### config.mk
export PLATFORM = sky130hd
export DESIGN_NAME = distance_delta_engine
export DESIGN_NICKNAME = d
export VERILOG_FILES = /design/src/rtl/distance_delta_engine_pkg.sv /design/src/rtl/distance_delta_engine_tri_addr.sv /design/src/rtl/distance_delta_engine.sv
export SDC_FILE = /design/constraint.sdc
export NUM_CORES = 1
export LEC_CHECK = 0
export CAP_MARGIN = 0
export CELL_PAD_IN_SITES_DETAIL_PLACEMENT = 0
export CELL_PAD_IN_SITES_GLOBAL_PLACEMENT = 1
export CORE_MARGIN = 2
export CORE_UTILIZATION = 42
export DETAILED_ROUTE_END_ITERATION = 8
export HOLD_SLACK_MARGIN = 0.08
export PLACE_DENSITY = 0.82
export SYNTH_ARGS = -nofsm -noshare
export SYNTH_HDL_FRONTEND = slang
export SYNTH_SLANG_ARGS = --single-unit
### constraint.sdc
create_clock -name clk -period 9.5 [get_ports clk]
set_input_delay 1.9 -clock clk [delete_from_list [all_inputs] [get_ports clk]]
set_output_delay 1.9 -clock clk [all_outputs]
set_load 0.05 [all_outputs]
### src/rtl/distance_delta_engine_pkg.sv
// Shared types, term tables and triangular addressing for the tour-length delta engine.
package distance_delta_engine_pkg;

  typedef enum logic {TWO_OPT = 1'b0, OR_OPT = 1'b1} distance_mode_t;

  typedef enum logic [2:0] {SEL_K, SEL_KP, SEL_KM, SEL_L, SEL_LP, SEL_LM} term_sel_t;

  typedef enum logic [1:0] {S_IDLE, S_ISSUE, S_DRAIN, S_DONE} eng_state_t;

  typedef struct packed {
    term_sel_t sel_a;
    term_sel_t sel_b;
    logic      neg;
  } term_desc_t;

  localparam int MAX_TERMS     = 6;
  localparam int TWO_OPT_TERMS = 4;
  localparam int OR_OPT_TERMS  = 6;

  // Unused tail entries of the 2-opt table are never reached.
  localparam term_desc_t TWO_OPT_TBL [MAX_TERMS] = '{
    '{SEL_KM, SEL_L,  1'b0}, '{SEL_K, SEL_LP, 1'b0},
    '{SEL_KM, SEL_K,  1'b1}, '{SEL_L, SEL_LP, 1'b1},
    '{SEL_K,  SEL_K,  1'b0}, '{SEL_K, SEL_K,  1'b0}};

  localparam term_desc_t OR_OPT_TBL [MAX_TERMS] = '{
    '{SEL_KM, SEL_KP, 1'b0}, '{SEL_L, SEL_K,  1'b0},
    '{SEL_K,  SEL_LP, 1'b0}, '{SEL_KM, SEL_K, 1'b1},
    '{SEL_K,  SEL_KP, 1'b1}, '{SEL_L, SEL_LP, 1'b1}};

  function automatic int unsigned tri_addr(input int unsigned a, input int unsigned b);
    return (a == 0) ? b : (a * (a - 1)) / 2 + b;
  endfunction

endpackage

### src/rtl/distance_delta_engine_tri_addr.sv
// Pair stage: orders two cities and registers the triangular distance address.
module distance_tri_addr
  import distance_delta_engine_pkg::*;
#(
  parameter int CITY_W = 5
) (
  input  logic                  clk_i,
  input  logic                  rst_ni,
  input  logic                  vld_i,
  input  logic [CITY_W-1:0]     city_a_i,
  input  logic [CITY_W-1:0]     city_b_i,
  input  logic                  neg_i,
  input  logic                  last_i,
  output logic                  vld_o,
  output logic                  rd_en_o,
  output logic [2*CITY_W-1:0]   rd_addr_o,
  output logic                  neg_o,
  output logic                  last_o
);

  localparam int ADDR_W = 2 * CITY_W;

  logic [CITY_W-1:0] hi, lo;
  logic              vld_q, rd_q, neg_q, last_q;
  logic [ADDR_W-1:0] addr_q;

  always_comb begin
    hi = (city_a_i > city_b_i) ? city_a_i : city_b_i;
    lo = (city_a_i > city_b_i) ? city_b_i : city_a_i;
  end

  always_ff @(posedge clk_i) begin
    if (!rst_ni) begin
      vld_q  <= 1'b0;
      rd_q   <= 1'b0;
      addr_q <= '0;
    end else begin
      vld_q  <= vld_i;
      rd_q   <= vld_i && (city_a_i != city_b_i);
      addr_q <= ADDR_W'(tri_addr(32'(hi), 32'(lo)));
    end
  end

  always_ff @(posedge clk_i) begin
    neg_q  <= neg_i;
    last_q <= last_i;
  end

  assign vld_o     = vld_q;
  assign rd_en_o   = rd_q;
  assign rd_addr_o = addr_q;
  assign neg_o     = neg_q;
  assign last_o    = last_q;

endmodule

### src/rtl/distance_delta_engine.sv
// Sequences ordering/distance RAM reads for one 2-opt or or-opt proposal and accumulates the delta.
module distance_delta_engine
  import distance_delta_engine_pkg::*;
#(
  parameter int CITY_NUM = 32,
  parameter int CITY_W   = $clog2(CITY_NUM),
  parameter int DIST_W   = 18,
  parameter int DELTA_W  = DIST_W + 3,
  parameter int ORD_LAT  = 2,
  parameter int DIST_LAT = 2,
  parameter int TAG_W    = 4
) (
  input  logic                      clk,
  input  logic                      reset,
  input  logic                      start_valid,
  output logic                      start_ready,
  input  logic                      start_mode,
  input  logic [CITY_W-1:0]         start_k,
  input  logic [CITY_W-1:0]         start_l,
  input  logic [TAG_W-1:0]          start_tag,
  output logic                      ord_rd_en,
  output logic [CITY_W-1:0]         ord_rd_addr,
  input  logic [CITY_W-1:0]         ord_rd_data,
  output logic                      dist_rd_en,
  output logic [2*CITY_W-1:0]       dist_rd_addr,
  input  logic [DIST_W-1:0]         dist_rd_data,
  output logic                      delta_valid,
  input  logic                      delta_ready,
  output logic signed [DELTA_W-1:0] delta,
  output logic [TAG_W-1:0]          delta_tag,
  output logic                      delta_err,
  output logic                      busy
);

  localparam int CNT_W = 4;

  typedef struct packed { logic second; logic neg; logic last; } ord_sb_t;
  typedef struct packed { logic zero;   logic neg; logic last; } dist_sb_t;

  eng_state_t                 state_q, state_d;
  distance_mode_t             mode_q, mode_d;
  logic [CITY_W-1:0]          k_q, k_d, l_q, l_d;
  logic [TAG_W-1:0]           tag_q, tag_d;
  logic [CNT_W-1:0]           cnt_q, cnt_d;
  logic                       err_q, err_d;
  logic signed [DELTA_W-1:0]  acc_q, acc_d;

  function automatic logic [CITY_W-1:0] pos_inc(input logic [CITY_W-1:0] p);
    return (int'(p) == CITY_NUM - 1) ? '0 : p + 1'b1;
  endfunction

  function automatic logic [CITY_W-1:0] pos_dec(input logic [CITY_W-1:0] p);
    return (p == '0) ? CITY_W'(CITY_NUM - 1) : p - 1'b1;
  endfunction

  logic req_illegal;
  assign req_illegal = (int'(start_k) >= CITY_NUM) || (int'(start_l) >= CITY_NUM) ||
                       (start_k == start_l) ||
                       ((distance_mode_t'(start_mode) == OR_OPT) && (start_l == pos_dec(start_k)));

  // Issue decode: even count reads a term's first city, odd count its second.
  term_desc_t        term;
  term_sel_t         sel;
  logic [CITY_W-1:0] issue_pos;
  logic              last_rd;

  always_comb begin
    term = (mode_q == OR_OPT) ? OR_OPT_TBL[cnt_q[3:1]] : TWO_OPT_TBL[cnt_q[3:1]];
    sel  = cnt_q[0] ? term.sel_b : term.sel_a;
    issue_pos = k_q;
    case (sel)
      SEL_KP:  issue_pos = pos_inc(k_q);
      SEL_KM:  issue_pos = pos_dec(k_q);
      SEL_L:   issue_pos = l_q;
      SEL_LP:  issue_pos = pos_inc(l_q);
      SEL_LM:  issue_pos = pos_dec(l_q);
      default: issue_pos = k_q;
    endcase
    last_rd = (cnt_q == ((mode_q == OR_OPT) ? CNT_W'(2 * OR_OPT_TERMS - 1)
                                            : CNT_W'(2 * TWO_OPT_TERMS - 1)));
  end

  // Stage p0: registered ordering read
  logic              ord_en_q;
  logic [CITY_W-1:0] ord_addr_q;
  ord_sb_t           ord_sb_q;

  always_ff @(posedge clk) begin
    if (!reset) begin
      ord_en_q   <= 1'b0;
      ord_addr_q <= '0;
    end else begin
      ord_en_q   <= (state_q == S_ISSUE);
      ord_addr_q <= issue_pos;
    end
  end

  always_ff @(posedge clk) ord_sb_q <= '{second: cnt_q[0], neg: term.neg, last: last_rd};

  // Stage p1: ordering latency match
  logic    ord_vld_sh_q [ORD_LAT];
  ord_sb_t ord_sb_sh_q  [ORD_LAT];

  always_ff @(posedge clk) begin
    if (!reset) begin
      for (int i = 0; i < ORD_LAT; i++) ord_vld_sh_q[i] <= 1'b0;
    end else begin
      ord_vld_sh_q[0] <= ord_en_q;
      for (int i = 1; i < ORD_LAT; i++) ord_vld_sh_q[i] <= ord_vld_sh_q[i-1];
    end
  end

  always_ff @(posedge clk) begin
    ord_sb_sh_q[0] <= ord_sb_q;
    for (int i = 1; i < ORD_LAT; i++) ord_sb_sh_q[i] <= ord_sb_sh_q[i-1];
  end

  logic              ord_hit;
  ord_sb_t           ord_hit_sb;
  logic [CITY_W-1:0] first_q;

  assign ord_hit    = ord_vld_sh_q[ORD_LAT-1];
  assign ord_hit_sb = ord_sb_sh_q[ORD_LAT-1];

  always_ff @(posedge clk) begin
    if (ord_hit && !ord_hit_sb.second) first_q <= ord_rd_data;
  end

  // Stage p2: pair ordering and triangular address
  logic pair_vld, pair_neg, pair_last;

  distance_tri_addr #(.CITY_W(CITY_W)) u_tri (
    .clk_i     (clk),
    .rst_ni    (reset),
    .vld_i     (ord_hit && ord_hit_sb.second),
    .city_a_i  (first_q),
    .city_b_i  (ord_rd_data),
    .neg_i     (ord_hit_sb.neg),
    .last_i    (ord_hit_sb.last),
    .vld_o     (pair_vld),
    .rd_en_o   (dist_rd_en),
    .rd_addr_o (dist_rd_addr),
    .neg_o     (pair_neg),
    .last_o    (pair_last)
  );

  // Stage p3: distance latency match; a skipped read still occupies its slot
  logic     dist_vld_sh_q [DIST_LAT];
  dist_sb_t dist_sb_sh_q  [DIST_LAT];

  always_ff @(posedge clk) begin
    if (!reset) begin
      for (int i = 0; i < DIST_LAT; i++) dist_vld_sh_q[i] <= 1'b0;
    end else begin
      dist_vld_sh_q[0] <= pair_vld;
      for (int i = 1; i < DIST_LAT; i++) dist_vld_sh_q[i] <= dist_vld_sh_q[i-1];
    end
  end

  always_ff @(posedge clk) begin
    dist_sb_sh_q[0] <= '{zero: !dist_rd_en, neg: pair_neg, last: pair_last};
    for (int i = 1; i < DIST_LAT; i++) dist_sb_sh_q[i] <= dist_sb_sh_q[i-1];
  end

  logic                      acc_hit;
  dist_sb_t                  acc_sb;
  logic signed [DELTA_W-1:0] dist_term;

  assign acc_hit   = dist_vld_sh_q[DIST_LAT-1];
  assign acc_sb    = dist_sb_sh_q[DIST_LAT-1];
  assign dist_term = signed'({{(DELTA_W - DIST_W){1'b0}}, dist_rd_data});

  always_comb begin
    state_d = state_q;
    mode_d  = mode_q;
    k_d     = k_q;
    l_d     = l_q;
    tag_d   = tag_q;
    cnt_d   = cnt_q;
    err_d   = err_q;
    acc_d   = acc_q;
    if (acc_hit && !acc_sb.zero) acc_d = acc_sb.neg ? acc_q - dist_term : acc_q + dist_term;
    case (state_q)
      S_IDLE: if (start_valid) begin
        mode_d  = distance_mode_t'(start_mode);
        k_d     = start_k;
        l_d     = start_l;
        tag_d   = start_tag;
        cnt_d   = '0;
        acc_d   = '0;
        err_d   = req_illegal;
        state_d = req_illegal ? S_DONE : S_ISSUE;
      end
      S_ISSUE: begin
        cnt_d = cnt_q + 1'b1;
        if (last_rd) state_d = S_DRAIN;
      end
      S_DRAIN: if (acc_hit && acc_sb.last) state_d = S_DONE;
      S_DONE:  if (delta_ready) state_d = S_IDLE;
      default: state_d = S_IDLE;
    endcase
  end

  always_ff @(posedge clk) begin
    if (!reset) begin
      state_q <= S_IDLE;
      mode_q  <= TWO_OPT;
      k_q     <= '0;
      l_q     <= '0;
      tag_q   <= '0;
      cnt_q   <= '0;
      err_q   <= 1'b0;
      acc_q   <= '0;
    end else begin
      state_q <= state_d;
      mode_q  <= mode_d;
      k_q     <= k_d;
      l_q     <= l_d;
      tag_q   <= tag_d;
      cnt_q   <= cnt_d;
      err_q   <= err_d;
      acc_q   <= acc_d;
    end
  end

  assign start_ready = (state_q == S_IDLE);
  assign busy        = (state_q != S_IDLE);
  assign delta_valid = (state_q == S_DONE);
  assign delta       = acc_q;
  assign delta_tag   = tag_q;
  assign delta_err   = err_q;
  assign ord_rd_en   = ord_en_q;
  assign ord_rd_addr = ord_addr_q;

endmodule

==> impl_metrics.json <==
{
  "setup_viol": 0,
  "cts-htree-levels": 3,
  "dpl_cell_area_sq_mm": 0.00760,
  "drt_iter0_drc": 312,
  "diodes": 0,
  "seqPwrFrac_pct": 25.5,
  "tns_ns": 0,
  "portBuffers": 87,
  "holdPathStages": 0,
  "grt_usage_pct": 20.2,
  "synth_area_leaders": "dfxtp_1 (25%), ha_1 (12%), fa_1 (6.8%), a21oi_1 (4.9%), xnor2_1 (4.8%)",
  "fin_crit_sh_pct": 87.9,
  "clkPwrFrac_pct": 20.4,
  "crit_family": "adder cells",
  "cap_violations": 0,
  "place_congestion": 0.842,
  "leakagePower_nw": 3.27,
  "initial_core_util_pct": 42.9,
  "ant_nets": 0,
  "rr_startpoint": "first_q[2]",
  "tightest_slew_ns": 1.13,
  "final.setup_skew_ns": 0.00616,
  "reg2reg_to": "u_tri.rd_addr_o[9]",
  "slew_viol_final": 0,
  "numCtsBuffers": 9,
  "synth_seq_cells": 87,
  "rr_worst_depth": 22,
  "p_int_w": 0.00103,
  "synth_top_area_share_pct": 25.2,
  "vdd_drop_max_v": 0.000139,
  "p_comb_share_pct": 54.1,
  "slowest_stage": "clkdlybuf4s50_1",
  "clock_sinks": 87,
  "async_flop_share_pct": 0,
  "yosys.area.top_type": "dfxtp_1",
  "synthCells": 781,
  "min_to": "ord_sb_sh_q[0][2]",
  "finalInstanceArea_sq_mm": 0.00791,
  "yosysWarnings": 0,
  "grt_pass1_wl_um": 27100,
  "crit_required_ns": 9.78,
  "period_needed_ns": 8.35,
  "drt-wirelength-per-cell_um": 14.7,
  "avgViaCountPerCell": 5.38,
  "netlist-cell-type-count": 83,
  "timing.fmax_mhz": 120,
  "layout-drive-gt1-share_pct": 5.02,
  "syn_area_sq_mm": 0.00652,
  "antenna_found_initial": 1,
  "final_cell_mix": "clkdlybuf4s50_1 (87), dfxtp_1 (82), inv_1 (79)",
  "drc_errors": 0,
  "final_net_count": 996,
  "end_kind": "flop",
  "vias": 5733,
  "synth-edff-count": 5,
  "power_density_mw_per_mm2": 224,
  "crit_chain": "clkdlybuf4s50_1 > inv_1 > ha_1 > o21ai_0 > o221ai_4 > o21ai_4 > mux2i_2 > inv_1 > ha_1 > or2_2 > fa_1 > fa_1 > fa_1 > inv_1 > ha_1 > xnor2_1 > ha_1 > o21ai_0 > o21bai_1 > a21oi_1 > nor3b_1 > nor4b_4 > xnor3_1 > nor2_1",
  "clk_pin_slew_ns": 0.06,
  "finalHoldViolCount": 0,
  "startpoint_type": "primary input",
  "min_path_type": "reg -> reg",
  "drtPass1Iterations": 5,
  "slowest_delay_ns": 0.57,
  "cts_resized": 0,
  "reg2reg_setup_slack_ns": 2.90,
  "clockBufferDepth": 2,
  "cts_root_buf": "clkbuf_16",
  "p_sw_w": 0.000738,
  "yosys_most_used_dff": "dfxtp_1",
  "die_w_um": 129,
  "final_common_cell": "clkdlybuf4s50_1",
  "gr-total-overflow": 0,
  "worstPathMaxFanout": 12,
  "worst_path_most_repeated_cell": "ha_1",
  "fillers": 1470,
  "status": "complete, no violations",
  "die_h_um": 129,
  "syn_avg_cell_area_sq_um": 8.35,
  "die_area_sq_mm": 0.0165,
  "rows": 45,
  "worst-path-buf-inv": 4,
  "rsz0062_at_grt": "no",
  "slew_headroom_pct": 24.7,
  "wirelength_um": 15600,
  "clk_latency_ns": 0.34,
  "min_from": "ord_sb_q[2]",
  "core_sq_mm": 0.0152,
  "grt_max_degree": 34,
  "cp.arrival_ns": 8.63,
  "cts_tree": "done",
  "hold_buffers": 0,
  "cts_setup_buffers": 0,
  "dp_hpwl_um": 12200,
  "io_pins": 88,
  "seq_area_frac_synth_pct": 27.5,
  "grt_pass1_vias": 5806,
  "switching_share_pct": 41.7,
  "syn_to_final_growth_pct": 21.3,
  "worstSetupPathType": "in -> reg"
}
worst max path at each step:
stage / start / to / depth (start not counted)
2_1_floorplan: ord_rd_data[3] / u_tri.rd_addr_o[9] / 24
3_3_place_gp: ord_rd_data[3] / u_tri.rd_addr_o[9] / 24
3_5_place_dp: ord_rd_data[3] / u_tri.rd_addr_o[9] / 24
4_1_cts: ord_rd_data[3] / u_tri.rd_addr_o[9] / 24
5_1_grt: ord_rd_data[2] / u_tri.rd_addr_o[9] / 24
6_report: ord_rd_data[3] / u_tri.rd_addr_o[9] / 24
worst reg2reg max path, stage by stage (launching register included):
cell	delay (ns)
edfxtp_1	0.45
ha_1	0.35
a211oi_2	0.28
o221ai_4	0.19
o21ai_4	0.22
mux2i_2	0.49
inv_1	0.17
ha_1	0.37
or2_2	0.32
fa_1	0.49
fa_1	0.52
fa_1	0.55
inv_1	0.04
ha_1	0.35
xnor2_1	0.15
ha_1	0.33
o21ai_0	0.11
o21bai_1	0.14
a21oi_1	0.11
nor3b_1	0.30
nor4b_4	0.28
xnor3_1	0.25
nor2_1	0.08
cells by family after synthesis:
kind of cell	share of synthesized area (%)
xor gates and xnor gates	6.66
and+or+nand+nor	19.6
buffers and inverters	5.87
adders and majority gates	18.3
AOI/OAI and AO/OA	19.5
other	0.115
DFF	27.5
muxes	2.49
Yosys cell counts, types with 7 or more instances:
cell type  number
xor2_1         11
dfxtp_1        82
and3_1          8
a211oi_1       10
a21oi_1        64
fa_1           22
clkbuf_1       14
a31oi_1         8
a21o_1          8
nand2_1        76
nand2b_1       13
nand3_1        14
mux2i_1         7
inv_1          79
nor3_1         15
xnor2_1        36
o21ai_0        31
nor2_1         72
nor2b_1         8
and2_1         13
ha_1           60
cell type report:
| class | count | area (sq um) | area share [%] |
|---|---|---|---|
| flip-flops and latches | 87 | 1790 | 22.7 |
| clock buffers | 15 | 299 | 3.78 |
| well taps | 188 | 235 | 2.97 |
| multi-input cells | 606 | 4400 | 55.6 |
| repair buffers | 88 | 878 | 11.1 |
| clock inverters | 1 | 7.51 | 0.0949 |
| inverters | 80 | 300 | 3.80 |
flip-flops by register name, indices dropped and copies added (netlist names), 5 cells and up:
| register | flops |
|---|---|
| dist_sb_sh_q | 6 |
| delta | 21 |
| ord_rd_addr | 5 |
| u_tri.rd_addr_o | 10 |
| ord_sb_sh_q | 6 |
| first_q | 5 |
| k_q | 5 |
| l_q | 5 |
per-layer routing:
metal / share of wire (%) / wire length [um] / global-route usage [%]
met5: 0.083 / 13 / 0
met4: 2.0 / 317 / 7.29
met3: 4.2 / 659 / 3.87
met2: 48 / 7570 / 35.0
met1: 45 / 7070 / 25.0
power by group through the flow:
stage               Clock [W]  Sequential (W)  Combinational [W]
floorplan                   0        0.000548           0.000650
global placement            0        0.000458           0.000946
detailed placement          0        0.000461           0.000956
CTS                  0.000370        0.000453           0.000962
global route         0.000383        0.000459            0.00107
finish               0.000361        0.000452           0.000957
stage by stage:
| step | setup slack (ns) | utilization (%) | hold slack [ns] | instances | power, W |
|---|---|---|---|---|---|
| final | 1.15 | 52.0 | 0.324 | 1065 | 0.00177 |
| after global routing | 0.743 | 52.0 | 0.340 | 1065 | 0.00192 |
| after CTS | 1.17 | 52.0 | 0.325 | 1065 | 0.00179 |
| after detailed placement | 0.851 | 50.0 | 0.312 | 1049 | 0.00142 |
| after global placement | 1.10 | 50.0 | 0.311 | 1049 | 0.00140 |
| after floorplan | 1.83 | - | 0.310 | 794 | 0.00120 |
Note: power is estimated with default switching activity, not from simulation.
